--- config.mk ---
export PLATFORM = sky130hd
export DESIGN_NAME = corr_search_sched
export DESIGN_NICKNAME = d
export VERILOG_FILES = /design/src/rtl/corr_search_sched.sv
export SDC_FILE = /design/constraint.sdc
export NUM_CORES = 1
export LEC_CHECK = 0
export CAP_MARGIN = 40
export CORE_MARGIN = 2
export CORE_UTILIZATION = 44
export DETAILED_ROUTE_END_ITERATION = 10
export DONT_BUFFER_PORTS = 1
export SLEW_MARGIN = 20
export SYNTH_ARGS = -nofsm -noshare
export SYNTH_HDL_FRONTEND = slang
export SYNTH_SLANG_ARGS = --single-unit
export TNS_END_PERCENT = 30
--- constraint.sdc ---
create_clock -name iCLK -period 2.4 [get_ports iCLK]
set_input_delay 0.48 -clock iCLK [delete_from_list [all_inputs] [get_ports iCLK]]
set_output_delay 0.48 -clock iCLK [all_outputs]
set_load 0.005 [all_outputs]
--- src/rtl/corr_search_sched.sv ---
// Correlation search scheduler: sweeps candidate start positions in raster order,
// runs one engine correlation per position and tracks the best score and its coordinate.
// Optional feature macro: CORR_SCHED_THRESH_EN (early stop when score >= iThreshold).
module corr_search_sched #(
   parameter int unsigned COORD_W = 13,
   parameter int unsigned SCORE_W = 32,
   parameter int unsigned X_MIN   = 0,
   parameter int unsigned X_MAX   = 639,
   parameter int unsigned Y_MIN   = 0,
   parameter int unsigned Y_MAX   = 479,
   parameter int unsigned STEP    = 8
) (
   input  logic               iCLK,
   input  logic               iRST_N,
   input  logic               iStart,
   input  logic               iAbort,
   output logic               oCorrReady,
   output logic [COORD_W-1:0] oXstart,
   output logic [COORD_W-1:0] oYstart,
   input  logic               iCorrFinished,
   input  logic [SCORE_W-1:0] iCorrScore,
   output logic               oBusy,
   output logic               oDone,
   output logic [SCORE_W-1:0] oBestScore,
   output logic [COORD_W-1:0] oBestX,
   output logic [COORD_W-1:0] oBestY,
`ifdef CORR_SCHED_THRESH_EN
   input  logic [SCORE_W-1:0] iThreshold,
   output logic               oHit,
`endif
   output logic [15:0]        oPosCount
);

   localparam int unsigned CW1 = COORD_W + 1;

   typedef enum logic [2:0] {StIdle, StLoad, StRun, StCapture, StFinish} state_e;

   state_e               state_q, state_d;
   logic [COORD_W-1:0]   x_q, x_d, y_q, y_d;
   logic [COORD_W-1:0]   best_x_q, best_x_d, best_y_q, best_y_d;
   logic [SCORE_W-1:0]   best_score_q, best_score_d;
   logic [15:0]          pos_cnt_q, pos_cnt_d;
   logic                 best_vld_q, best_vld_d;
   logic                 hit_now;
   logic [CW1-1:0]       x_next, y_next;
   logic                 x_adv_ok, y_adv_ok, take_best;

   // One extra bit so the advance compare never wraps near the top of the coordinate range.
   assign x_next   = {1'b0, x_q} + CW1'(STEP);
   assign y_next   = {1'b0, y_q} + CW1'(STEP);
   assign x_adv_ok = (x_next <= CW1'(X_MAX));
   assign y_adv_ok = (y_next <= CW1'(Y_MAX));

`ifdef CORR_SCHED_THRESH_EN
   logic hit_q, hit_d;
   assign hit_now = (iCorrScore >= iThreshold);
   assign oHit    = hit_q;
`else
   assign hit_now = 1'b0;
`endif

   // Strict compare keeps the earliest position on ties; a threshold hit always records.
   assign take_best = !best_vld_q || (iCorrScore > best_score_q) || hit_now;

   // Next-state and datapath update; abort overrides everything and freezes all results.
   always_comb begin
      state_d      = state_q;
      x_d          = x_q;
      y_d          = y_q;
      best_x_d     = best_x_q;
      best_y_d     = best_y_q;
      best_score_d = best_score_q;
      pos_cnt_d    = pos_cnt_q;
      best_vld_d   = best_vld_q;
`ifdef CORR_SCHED_THRESH_EN
      hit_d        = hit_q;
`endif
      if (iAbort) begin
         state_d = StIdle;
      end else begin
         unique case (state_q)
            StIdle: begin
               if (iStart) state_d = StLoad;
            end
            StLoad: begin
               x_d          = COORD_W'(X_MIN);
               y_d          = COORD_W'(Y_MIN);
               pos_cnt_d    = '0;
               best_vld_d   = 1'b0;
               best_score_d = '0;
               best_x_d     = '0;
               best_y_d     = '0;
`ifdef CORR_SCHED_THRESH_EN
               hit_d        = 1'b0;
`endif
               state_d      = StRun;
            end
            StRun: begin
               if (iCorrFinished) state_d = StCapture;
            end
            StCapture: begin
               pos_cnt_d = pos_cnt_q + 16'd1;
               if (take_best) begin
                  best_vld_d   = 1'b1;
                  best_score_d = iCorrScore;
                  best_x_d     = x_q;
                  best_y_d     = y_q;
               end
               if (hit_now) begin
`ifdef CORR_SCHED_THRESH_EN
                  hit_d   = 1'b1;
`endif
                  state_d = StFinish;
               end else if (x_adv_ok) begin
                  x_d     = x_next[COORD_W-1:0];
                  state_d = StRun;
               end else if (y_adv_ok) begin
                  x_d     = COORD_W'(X_MIN);
                  y_d     = y_next[COORD_W-1:0];
                  state_d = StRun;
               end else begin
                  state_d = StFinish;
               end
            end
            StFinish: state_d = StIdle;
            default:  state_d = StIdle;
         endcase
      end
   end

   // State and datapath registers.
   always_ff @(posedge iCLK or negedge iRST_N) begin
      if (!iRST_N) begin
         state_q      <= StIdle;
         x_q          <= '0;
         y_q          <= '0;
         best_x_q     <= '0;
         best_y_q     <= '0;
         best_score_q <= '0;
         pos_cnt_q    <= '0;
         best_vld_q   <= 1'b0;
`ifdef CORR_SCHED_THRESH_EN
         hit_q        <= 1'b0;
`endif
      end else begin
         state_q      <= state_d;
         x_q          <= x_d;
         y_q          <= y_d;
         best_x_q     <= best_x_d;
         best_y_q     <= best_y_d;
         best_score_q <= best_score_d;
         pos_cnt_q    <= pos_cnt_d;
         best_vld_q   <= best_vld_d;
`ifdef CORR_SCHED_THRESH_EN
         hit_q        <= hit_d;
`endif
      end
   end

   assign oCorrReady = (state_q == StRun);
   assign oBusy      = (state_q != StIdle);
   assign oDone      = (state_q == StFinish);
   assign oXstart    = x_q;
   assign oYstart    = y_q;
   assign oBestScore = best_score_q;
   assign oBestX     = best_x_q;
   assign oBestY     = best_y_q;
   assign oPosCount  = pos_cnt_q;

endmodule

# Word level (Yosys, flattened, before mapping)
# Cells that the tools add are included.
# word_totals
reg_bits	104
out_inout_bits	103
word_cells	56
# classes
add_sub_neg	3
magnitude_cmp	3
eq_ne	10
mux	21
n_bitwise	1
reduce_logical	10
# ops
operator	n
$pmux 13 s2	4
$mux 13	6
$pmux 32 s2	1
$gt 32x32->1	1
$mux 32	1
$pmux 16 s2	1
$add 13x4->14 const B	2
$add 16x1->16 const B	1
$mux 3	5
$le 14x10->1 const B	1
$le 14x9->1 const B	1
$pmux 3 s4	1
$eq 3x2->1 const B	2
$ne 2x2->1 const B	3
$ne 3x3->1 const B	2
$reduce_and 3->1	2
$reduce_and 2->1	2
$reduce_and 4->1	1
$eq 3x1->1 const B	1
$eq 3x3->1 const B	1
$logic_not 3->1	1
$ne 3x2->1 const B	1
$reduce_bool 3->1	1
$pmux 1 s2	1
other kinds (5)	5

# Longest topological paths before layout
# Gate-level depths: netlist of the first run.
# depth
depth_word	6
depth_mapped	10
depth_no_buf	8

# Least setup slack after synthesis of the first run
# No wires, ideal clock.
# synth_path
kind	input to register
from	in iCorrScore[15]
to	reg best_score_q[0] (netlist: oBestScore[0])
setup_time_ns	0.079
arrival_time_ns	2.442
required_time_ns	2.321
slack_ns	-0.122
stages	9
cell_sequence	ha_1 nand4_1 or3_1 a21oi_1 or4_2 a31oi_1 buf_6 buf_12 mux2i_1
# synth_via
elab_chain_cells	4
# synth_lines
element	line_no	text
start, declared	21	input logic [SCORE_W-1:0] iCorrScore,
$gt 32x32->1	63	assign take_best = !best_vld_q || (iCorrScore > best_score_q) || hit_now;
$logic_or 1x1->1	63	
$ne 2x2->1 (no source line)	n/a	
$reduce_and 3->1 (no source line)	n/a	
end signal, assigned	151	best_score_q <= best_score_d;
end, declared	41	logic [SCORE_W-1:0] best_score_q, best_score_d;
# Every way passes these cells.
# A chain may end at the register's enable or synchronous reset.

# Worst setup path in the final report of the first run
# layout_path
from	reg best_score_q[23] (netlist: oBestScore[23])
to	reg best_score_q[19] (netlist: oBestScore[19])
# layout_via
elab_chain_cells	4
# layout_lines
element	line_no
$gt 32x32->1	63
$logic_or 1x1->1	63
$ne 2x2->1 (no source line)	n/a
$reduce_and 3->1 (no source line)	n/a
# Every way passes these cells.

==> impl_metrics.json, run 1 <==
{
  "grtUsageMet2_pct": 32.94,
  "crit_path_start": "oBestScore[23]",
  "hold_slack_ns": -0.1725,
  "fin_crit_sh_pct": 102.9,
  "numCtsBuffers": 9,
  "p_leak_nw": 3.190,
  "finalMaxSlewViolations": 0,
  "place_inst": 715,
  "grt_pass1_wl_mm": 20.40,
  "cp-end-kind": "flop",
  "worst_slew_pin_slew_ns": 0.7008,
  "ys_ff_latch": 93,
  "die-height_um": 114.1,
  "die_w_um": 114.1,
  "synthCells": 534,
  "fmax_mhz": 405.0,
  "die-area_mm2": 0.01301,
  "via_per_inst": 5.421,
  "synth_area_per_cell_um2": 9.984,
  "clockBufferDepth": 2,
  "port_buffers": 0,
  "worstPathRequired_ns": 2.66,
  "core_mm2": 0.01191,
  "grt_antenna_before_repair": 0,
  "grt-ovfl-total": 0,
  "cts_tree": "done",
  "async_reset_ff_share_pct": 100.0,
  "row_count": 40,
  "drt_iter0_drc": 177,
  "powerDensity_mw_per_mm2": 635.6,
  "wl_per_cell_um": 17.43,
  "hold_viol": 93,
  "drive_above_1_share_pct": 20.87,
  "fin_crit_ns": 2.469,
  "finClkSkew_ns": 0.008029,
  "outcome": "complete, but fails checks",
  "setup_ws_ns": -0.06912,
  "setup_viol": 47,
  "clock_latency_ns": 0.35,
  "postRouteAntennaNets": 0,
  "startpoint_type": "flop",
  "grt_busiest_layer": "met2",
  "peakVddDrop_v": 0.0002916,
  "stdcell_count": 746,
  "final_nets": 666,
  "rsz0062_at_grt": "yes",
  "root_buffer": "clkbuf_16",
  "start_util_pct": 44.76,
  "synth_area_leaders": "dfrtp_1, mux2i_1, ha_1",
  "yosysWarnings": 0,
  "synth_ff_type": "dfrtp_1",
  "fillers": 1067,
  "syn2layout_area_growth_pct": 19.97,
  "violations": "negative hold slack, negative setup slack",
  "ys_top_cells_by_count": "dfrtp_1, nand2_1, inv_1",
  "yosysTopAreaCellShare_pct": 43.65,
  "grt_usage_pct": 19.87,
  "cap_violations": 0,
  "cts_sinks": 93,
  "synth_most_common_cell": "dfrtp_1",
  "yosysSeqAreaShare_pct": 43.65,
  "via_count": 4044,
  "crit_arrival_ns": 2.73,
  "cts.clk_slew.worst_paths_ns": 0.07,
  "grt_use_met1_pct": 24.62,
  "netlist_area_mm2": 0.005331,
  "max_slew_margin_pct": 53.28,
  "reg2reg_from": "oBestScore[23]",
  "synth.distinct_cells": 63,
  "htreeDepth": 3,
  "hold_path.class": "input pin to async pin",
  "firstDrtPassIters": 4,
  "grt_pass1_vias": 4053,
  "routabilityCongestion": 0.8522,
  "grt_max_degree": 94,
  "antenna_cells": 0,
  "dp_hpwl_mm": 8.865,
  "yosysTopAreaCell": "dfrtp_1",
  "wirelength_mm": 13.00,
  "synth_edf_count": 0,
  "io_pins": 140,
  "drc_errors": 0,
  "critPathKind": "flop to flop",
  "gr-usage-met3_pct": 5.770,
  "crit_fanout": 8
}
==> layout by cell type, fill, tap and decap left out, types with 3 or more instances in the layout <==
cell type  synthesis  layout
inv_1             59      53
nand2b_1           4       3
or3_1              8       7
o211ai_1           4       4
nand3_1           15      15
o21ai_1            8       8
buf_12             5       3
nor4_1             6       6
nand4_1            8       8
xor2_1             6       6
clkinv_2           0       3
mux2i_1           53      50
inv_2              0       6
nand2_1           73      72
a21oi_1           21      19
buf_4             11      60
conb_1             1       9
a211oi_1           4       3
a311o_1            3       3
xnor2_1            3       3
dfrtp_1           93      92
o21ai_0            6       6
nor3_1             8       8
clkbuf_16          0      12
and3_1             6       6
nor2b_1            8       8
a21o_1             7       7
and2_1             5       5
ha_1              35      25
ha_4               0      10
nor2_1            22      22
==> cells by family after synthesis <==
logic type	Yosys count	synth area share, %
simple gates	183	17.65
flops	93	43.65
buf+inv	88	9.927
compound gates	70	8.637
mux	55	10.37
fa+ha+maj	35	8.214
xor+xnor	9	1.479
other cells	1	0.07034
==> layer usage <==
| metal | share of wire (%) | wire length (µm) |
|---|---|---|
| met5 | 0 | 0 |
| met3 | 7.8 | 1009 |
| met1 | 42 | 5458 |
| met4 | 1.5 | 199 |
| met2 | 49 | 6335 |
==> worst max-delay path, cell delays in order, from the launching register on <==
cell	delay, ns
dfrtp_1	0.35
inv_1	0.07
ha_1	0.30
nand4_1	0.13
or4_4	0.47
nor4_4	0.27
a211oi_2	0.07
a31oi_4	0.19
buf_6	0.16
buf_12	0.14
mux2i_2	0.22
==> report_power, final <==
group | switching, mW | internal, mW
logic | 0.392 | 0.431
clock network | 0.638 | 0.760
registers | 0.145 | 1.70
total | 1.17 | 2.89
==> path summary, 6_finish.rpt <==
kind / to / depth (start not counted) / slack [ns]
setup / recovery: oBestScore[19] / 10 / -0.07
hold / removal: oBestX[2] / 0 / -0.17
setup reg to reg: oBestScore[19] / 10 / -0.07
hold reg to reg: oPosCount[2] / 1 / 0.54
max in group asynchronous: state_q[1] / 0 / 2.37
min in group iCLK: state_q[0] / 1 / 0.19
==> through the flow <==
stage	util [%]	TNS [ns]	setup WS, ns	total power [mW]	instance area [µm²]
floorplan	-	0	0.0007971	2.345	5480
global placement	48.68	-4.497	-0.1011	2.588	5798
detailed placement	48.68	-6.291	-0.1664	2.616	5798
CTS	52.30	-4.118	-0.1077	4.059	6230
global route	53.70	-7.318	-0.1732	4.279	6396
finish	53.70	-1.758	-0.06912	4.066	6396
==> cell type report <==
type / instances / area, µm² / area share [%]
Clock inverter: 5 / 32.53 / 0.5086
Clock buffer: 11 / 252.7 / 3.951
Timing Repair Buffer: 70 / 663.1 / 10.37
Inverter: 59 / 221.5 / 3.462
Sequential cell: 93 / 2328 / 36.40
Tap cell: 147 / 183.9 / 2.876
Multi-Input combinational cell: 361 / 2714 / 42.43
==> flip-flops by register name (all words and copies together) (netlist names) <==
| register | count |
|---|---|
| oBestScore | 32 |
| best_vld_q | 1 |
| oPosCount | 16 |
| oBestX | 11 |
| oBestY | 10 |
| state_q | 3 |
| oYstart | 10 |
| oXstart | 10 |
==> repair_timing <==
item                       in CTS  in global routing
gates cloned                    2                  3
hold endpoints to repair       93                 93
gates resized for setup        16                 12
pin swaps                       7                  9
setup endpoints to repair      53                 64
setup buffers                   6                  4
Power figures use the tool's default switching activity.
==> inputs of run 2 (changes only) <==
CTS_BUF_LIST = sky130_fd_sc_hd__clkbuf_2   (was unset)
==> impl_metrics.json, run 2 (synthesis gave the netlist of run 1 again) <==
{
  "outcome": "complete, but fails checks",
  "finClkSkew_ns": 0.03667,
  "p_leak_nw": 3.261,
  "finalMaxSlewViolations": 0,
  "via_per_inst": 5.383,
  "fillers": 1074,
  "stdcell_count": 781,
  "firstDrtPassIters": 4,
  "violations": "negative setup slack",
  "syn2layout_area_growth_pct": 22.74,
  "dp_hpwl_mm": 8.865,
  "multi_input_area_mm2": 0.002698,
  "grt_pass1_wl_mm": 21.42,
  "critPathKind": "flop to flop",
  "reg2reg_depth": 10,
  "rsz0062_at_grt": "yes",
  "grt_pass1_vias": 4250,
  "core_mm2": 0.01191,
  "timing.reg2reg.setup_slack_ns": -0.12,
  "crit_arrival_ns": 3.09,
  "die-height_um": 114.1,
  "drc_errors": 0,
  "cp-end-kind": "flop",
  "fin_crit_ns": 2.519,
  "place_inst": 715,
  "cts_sinks": 93,
  "cts_tree": "done",
  "root_buffer": "clkbuf_2",
  "final_nets": 701,
  "die_w_um": 114.1,
  "peakVddDrop_v": 0.0003145,
  "worst_slew_pin_slew_ns": 0.6228,
  "max_slew_margin_pct": 58.30,
  "row_count": 40,
  "clock_latency_ns": 0.63,
  "port_buffers": 0,
  "setup_viol": 52,
  "postRouteAntennaNets": 0,
  "cts.clk_slew.worst_paths_ns": 0.27,
  "crit_fanout": 8,
  "grt_max_degree": 94,
  "io_pins": 140,
  "numCtsBuffers": 9,
  "largest_reg_flops": 32,
  "comb_power_share_pct": 25.9,
  "powerDensity_mw_per_mm2": 527.8,
  "antenna_cells": 0,
  "final_cell_area_mm2": 0.006544,
  "final_common_cell": "dfrtp_1",
  "final_cell_mix": "dfrtp_1, nand2_1, buf_4, inv_1, mux2i_1",
  "clockBufferDepth": 2,
  "hold_path.class": "input pin to flop",
  "r2r-end": "oBestScore[19]",
  "wl_per_cell_um": 17.13,
  "worstPathRequired_ns": 2.97,
  "wirelength_mm": 13.38,
  "start_util_pct": 44.76,
  "swShare_pct": 33.47,
  "drt_iter0_drc": 202,
  "place_area_mm2": 0.005798,
  "utilization_pct": 54.94,
  "min_from": "iAbort",
  "die-area_mm2": 0.01301,
  "grt-ovfl-total": 0,
  "regArea_mm2": 0.002328,
  "grt_antenna_before_repair": 0,
  "fmax_mhz": 397.0,
  "routabilityCongestion": 0.8522,
  "whs_endpoint": "oPosCount[1]",
  "cap_violations": 0,
  "htreeDepth": 3,
  "place_ws_ns": -0.1664,
  "via_count": 4204,
  "seq_power_share_pct": 53.5,
  "p_int_mw": 2.298,
  "startpoint_type": "flop",
  "drive_above_1_share_pct": 18.30,
  "hold_viol": 0,
  "power_switching_mw": 1.156,
  "hold_depth": 4,
  "setup_ws_ns": -0.1191,
  "power_mw": 3.454,
  "reg2reg_from": "oBestScore[7]",
  "p_clk_share_pct": 20.6,
  "fin_crit_sh_pct": 105.0,
  "grt_usage_pct": 20.84
}
## run 2: final cells by class
type / instances / share of cell area [%]
Tap cell: 147 / 2.811
Sequential cell: 93 / 35.58
Multi-Input combinational cell: 361 / 41.22
Clock buffer: 9 / 0.6883
Timing Repair Buffer: 105 / 15.70
Clock inverter: 7 / 0.6119
Inverter: 59 / 3.384
## run 2: critical path: stages (launching register included)
cell and delay (ns):
dfrtp_1 0.42, inv_1 0.09, ha_4 0.28, nand4_1 0.11, or3_4 0.44, nor4_4 0.28
a211oi_2 0.09, a31oi_4 0.23, buf_12 0.17, buf_16 0.14, mux2i_2 0.21
## run 2: per-layer routing
layer / GRT usage, % / wire (µm) / up-vias
met1: 25.82 / 5672 / 2032
met2: 34.72 / 6507 / 135
met3: 5.929 / 971 / 18
li1: - / - / 2019
met4: 7.724 / 229 / 0
met5: 0 / 0 / -
## run 2: how the worst max path moves through the flow
stage,slack (ns),endpoint,start,depth (start not counted)
after global routing,-0.21,oBestScore[7],oBestScore[30],10
after detailed placement,-0.17,oBestX[12],iCorrScore[15],8
after floorplan,0.0008,oBestScore[0],iCorrScore[30],9
after CTS,-0.13,oBestScore[19],oBestScore[30],10
final,-0.12,oBestScore[19],oBestScore[7],10
after global placement,-0.10,oBestScore[14],iCorrScore[14],8
## run 2: power groups by stage
stage                     logic, mW  registers (mW)  clock network (mW)
after floorplan               0.504            1.84                   0
after global placement        0.717            1.87                   0
after detailed placement      0.741            1.88                   0
after CTS                     0.870            1.85               0.739
after global routing           1.01            1.87               0.787
final                         0.894            1.85               0.711
## run 2: metrics by stage
stage | hold WS, ns | setup TNS, ns
floorplan | 0.1844 | 0
global placement | 0.1877 | -4.497
detailed placement | 0.1880 | -6.291
CTS | 0.1159 | -4.444
global route | 0.1455 | -9.310
finish | 0.1627 | -4.160
## run 2: what timing repair did
action,in CTS,in global routing
hold buffers,36,0
gates resized for setup,11,9
buffers inserted,6,4
endpoints found under the hold margin,127,0
setup endpoints to repair,56,65
pin swaps,1,4
cloned,2,2
==> inputs of run 3 (changes only) <==
CTS_CLUSTER_DIAMETER = 40   (was unset)
SKIP_CTS_REPAIR_TIMING = 1   (was unset)
==> impl_metrics.json, run 3 (synthesis gave the netlist of run 1 again) <==
{
  "critPathKind": "flop to flop",
  "wl_per_cell_um": 17.26,
  "finalMaxSlewViolations": 0,
  "comb_power_share_pct": 25.8,
  "multi_input_area_mm2": 0.002694,
  "postRouteAntennaNets": 0,
  "cp-end-kind": "flop",
  "powerDensity_mw_per_mm2": 528.2,
  "grt_pass1_vias": 3922,
  "hold_path.class": "input pin to flop",
  "final_nets": 698,
  "power_switching_mw": 1.150,
  "via_count": 4190,
  "root_buffer": "clkbuf_2",
  "wirelength_mm": 13.43,
  "p_leak_nw": 3.240,
  "grt-ovfl-total": 0,
  "clock_latency_ns": 0.63,
  "numCtsBuffers": 9,
  "p_clk_share_pct": 20.6,
  "p_int_mw": 2.291,
  "setup_ws_ns": -0.1184,
  "regArea_mm2": 0.002328,
  "antenna_cells": 0,
  "utilization_pct": 54.68,
  "dp_hpwl_mm": 8.865,
  "start_util_pct": 44.76,
  "crit_fanout": 8,
  "fin_crit_sh_pct": 104.9,
  "gr-usage-met3_pct": 5.823,
  "startpoint_type": "flop",
  "peakVddDrop_v": 0.0003146,
  "fmax_mhz": 397.1,
  "final_common_cell": "dfrtp_1",
  "die-area_mm2": 0.01301,
  "seq_power_share_pct": 53.7,
  "cts.clk_slew.worst_paths_ns": 0.25,
  "die_w_um": 114.1,
  "crit_arrival_ns": 3.06,
  "power_mw": 3.441,
  "grt_usage_pct": 19.11,
  "rsz0062_at_grt": "yes",
  "grt_busiest_layer": "met2",
  "swShare_pct": 33.41,
  "cap_violations": 0,
  "grt_antenna_before_repair": 0,
  "largest_reg_flops": 32,
  "outcome": "complete, but fails checks",
  "crit_path_start": "oBestScore[7]",
  "fillers": 1057,
  "grt_pass1_wl_mm": 19.70,
  "clockBufferDepth": 2,
  "final_cell_mix": "dfrtp_1, nand2_1, inv_1, buf_4, mux2i_1",
  "violations": "negative setup slack",
  "core_mm2": 0.01191,
  "grt_use_met1_pct": 24.28,
  "drt_iter0_drc": 160,
  "max_slew_margin_pct": 58.68,
  "place_area_mm2": 0.005798,
  "syn2layout_area_growth_pct": 22.18,
  "worst_slew_pin_slew_ns": 0.6171,
  "drc_errors": 0,
  "drive_above_1_share_pct": 18.38,
  "cts_tree": "done",
  "via_per_inst": 5.386,
  "io_pins": 140,
  "port_buffers": 0,
  "firstDrtPassIters": 4,
  "row_count": 40,
  "reg2reg_from": "oBestScore[7]",
  "htreeDepth": 3,
  "die-height_um": 114.1,
  "min_from": "iStart",
  "finClkSkew_ns": 0.03696,
  "routabilityCongestion": 0.8522,
  "fin_crit_ns": 2.518,
  "setup_viol": 53,
  "grtUsageMet2_pct": 30.95,
  "grt_max_degree": 94,
  "worstPathRequired_ns": 2.94,
  "final_cell_area_mm2": 0.006514,
  "cts_sinks": 93,
  "hold_viol": 0
}
## run 3: layer usage
metal | vias up | share of wire (%)
met5 | - | 0
met4 | 0 | 1.8
met3 | 16 | 7.4
met2 | 128 | 48
met1 | 2034 | 43
li1 | 2012 | -
## run 3: final timing paths
| kind | endpoint | slack (ns) | cells after the start |
|---|---|---|---|
| max in group asynchronous | state_q[1] | 1.61 | 2 |
| hold / removal | state_q[0] | 0.03 | 2 |
| min in group asynchronous | oBestScore[18] | 0.42 | 2 |
| setup / recovery | oBestScore[21] | -0.12 | 10 |
| setup reg to reg | oBestScore[21] | -0.12 | 10 |
| hold reg to reg | oPosCount[2] | 0.56 | 1 |
## run 3: layout make-up
type	count	area share, %
clock buffers	9	0.6915
clock inverters	7	0.6147
inverters	59	3.400
multi-input cells	361	41.36
flip-flops and latches	93	35.75
well taps	147	2.824
repair buffers	102	15.37
## run 3: per-stage QoR
| step | setup TNS (ns) | cells | hold slack [ns] | setup WS [ns] |
|---|---|---|---|---|
| 2_1_floorplan | 0 | 542 | 0.1844 | 0.0007971 |
| 3_3_place_gp | -4.497 | 715 | 0.1877 | -0.1011 |
| 3_5_place_dp | -6.291 | 715 | 0.1880 | -0.1664 |
| 4_1_cts | -5.841 | 731 | -0.5502 | -0.1734 |
| 5_1_grt | -10.58 | 778 | 0.03211 | -0.2505 |
| 6_report | -4.372 | 778 | 0.03218 | -0.1184 |
## run 3: critical path, cell delays in order, from the launching register on
cell and delay [ns]:
dfrtp_1 0.42, inv_1 0.10, ha_4 0.29, nand4_1 0.11, or3_4 0.44, nor4_4 0.28
a211oi_2 0.09, a31oi_4 0.18, buf_12 0.18, clkbuf_16 0.16, mux2i_1 0.20
## run 3: power by group through the flow
| stage | logic (mW) | clock network (mW) | registers [mW] |
|---|---|---|---|
| floorplan | 0.504 | 0 | 1.84 |
| global placement | 0.717 | 0 | 1.87 |
| detailed placement | 0.741 | 0 | 1.88 |
| CTS | 0.743 | 0.739 | 1.85 |
| global route | 1.00 | 0.788 | 1.87 |
| finish | 0.887 | 0.707 | 1.85 |
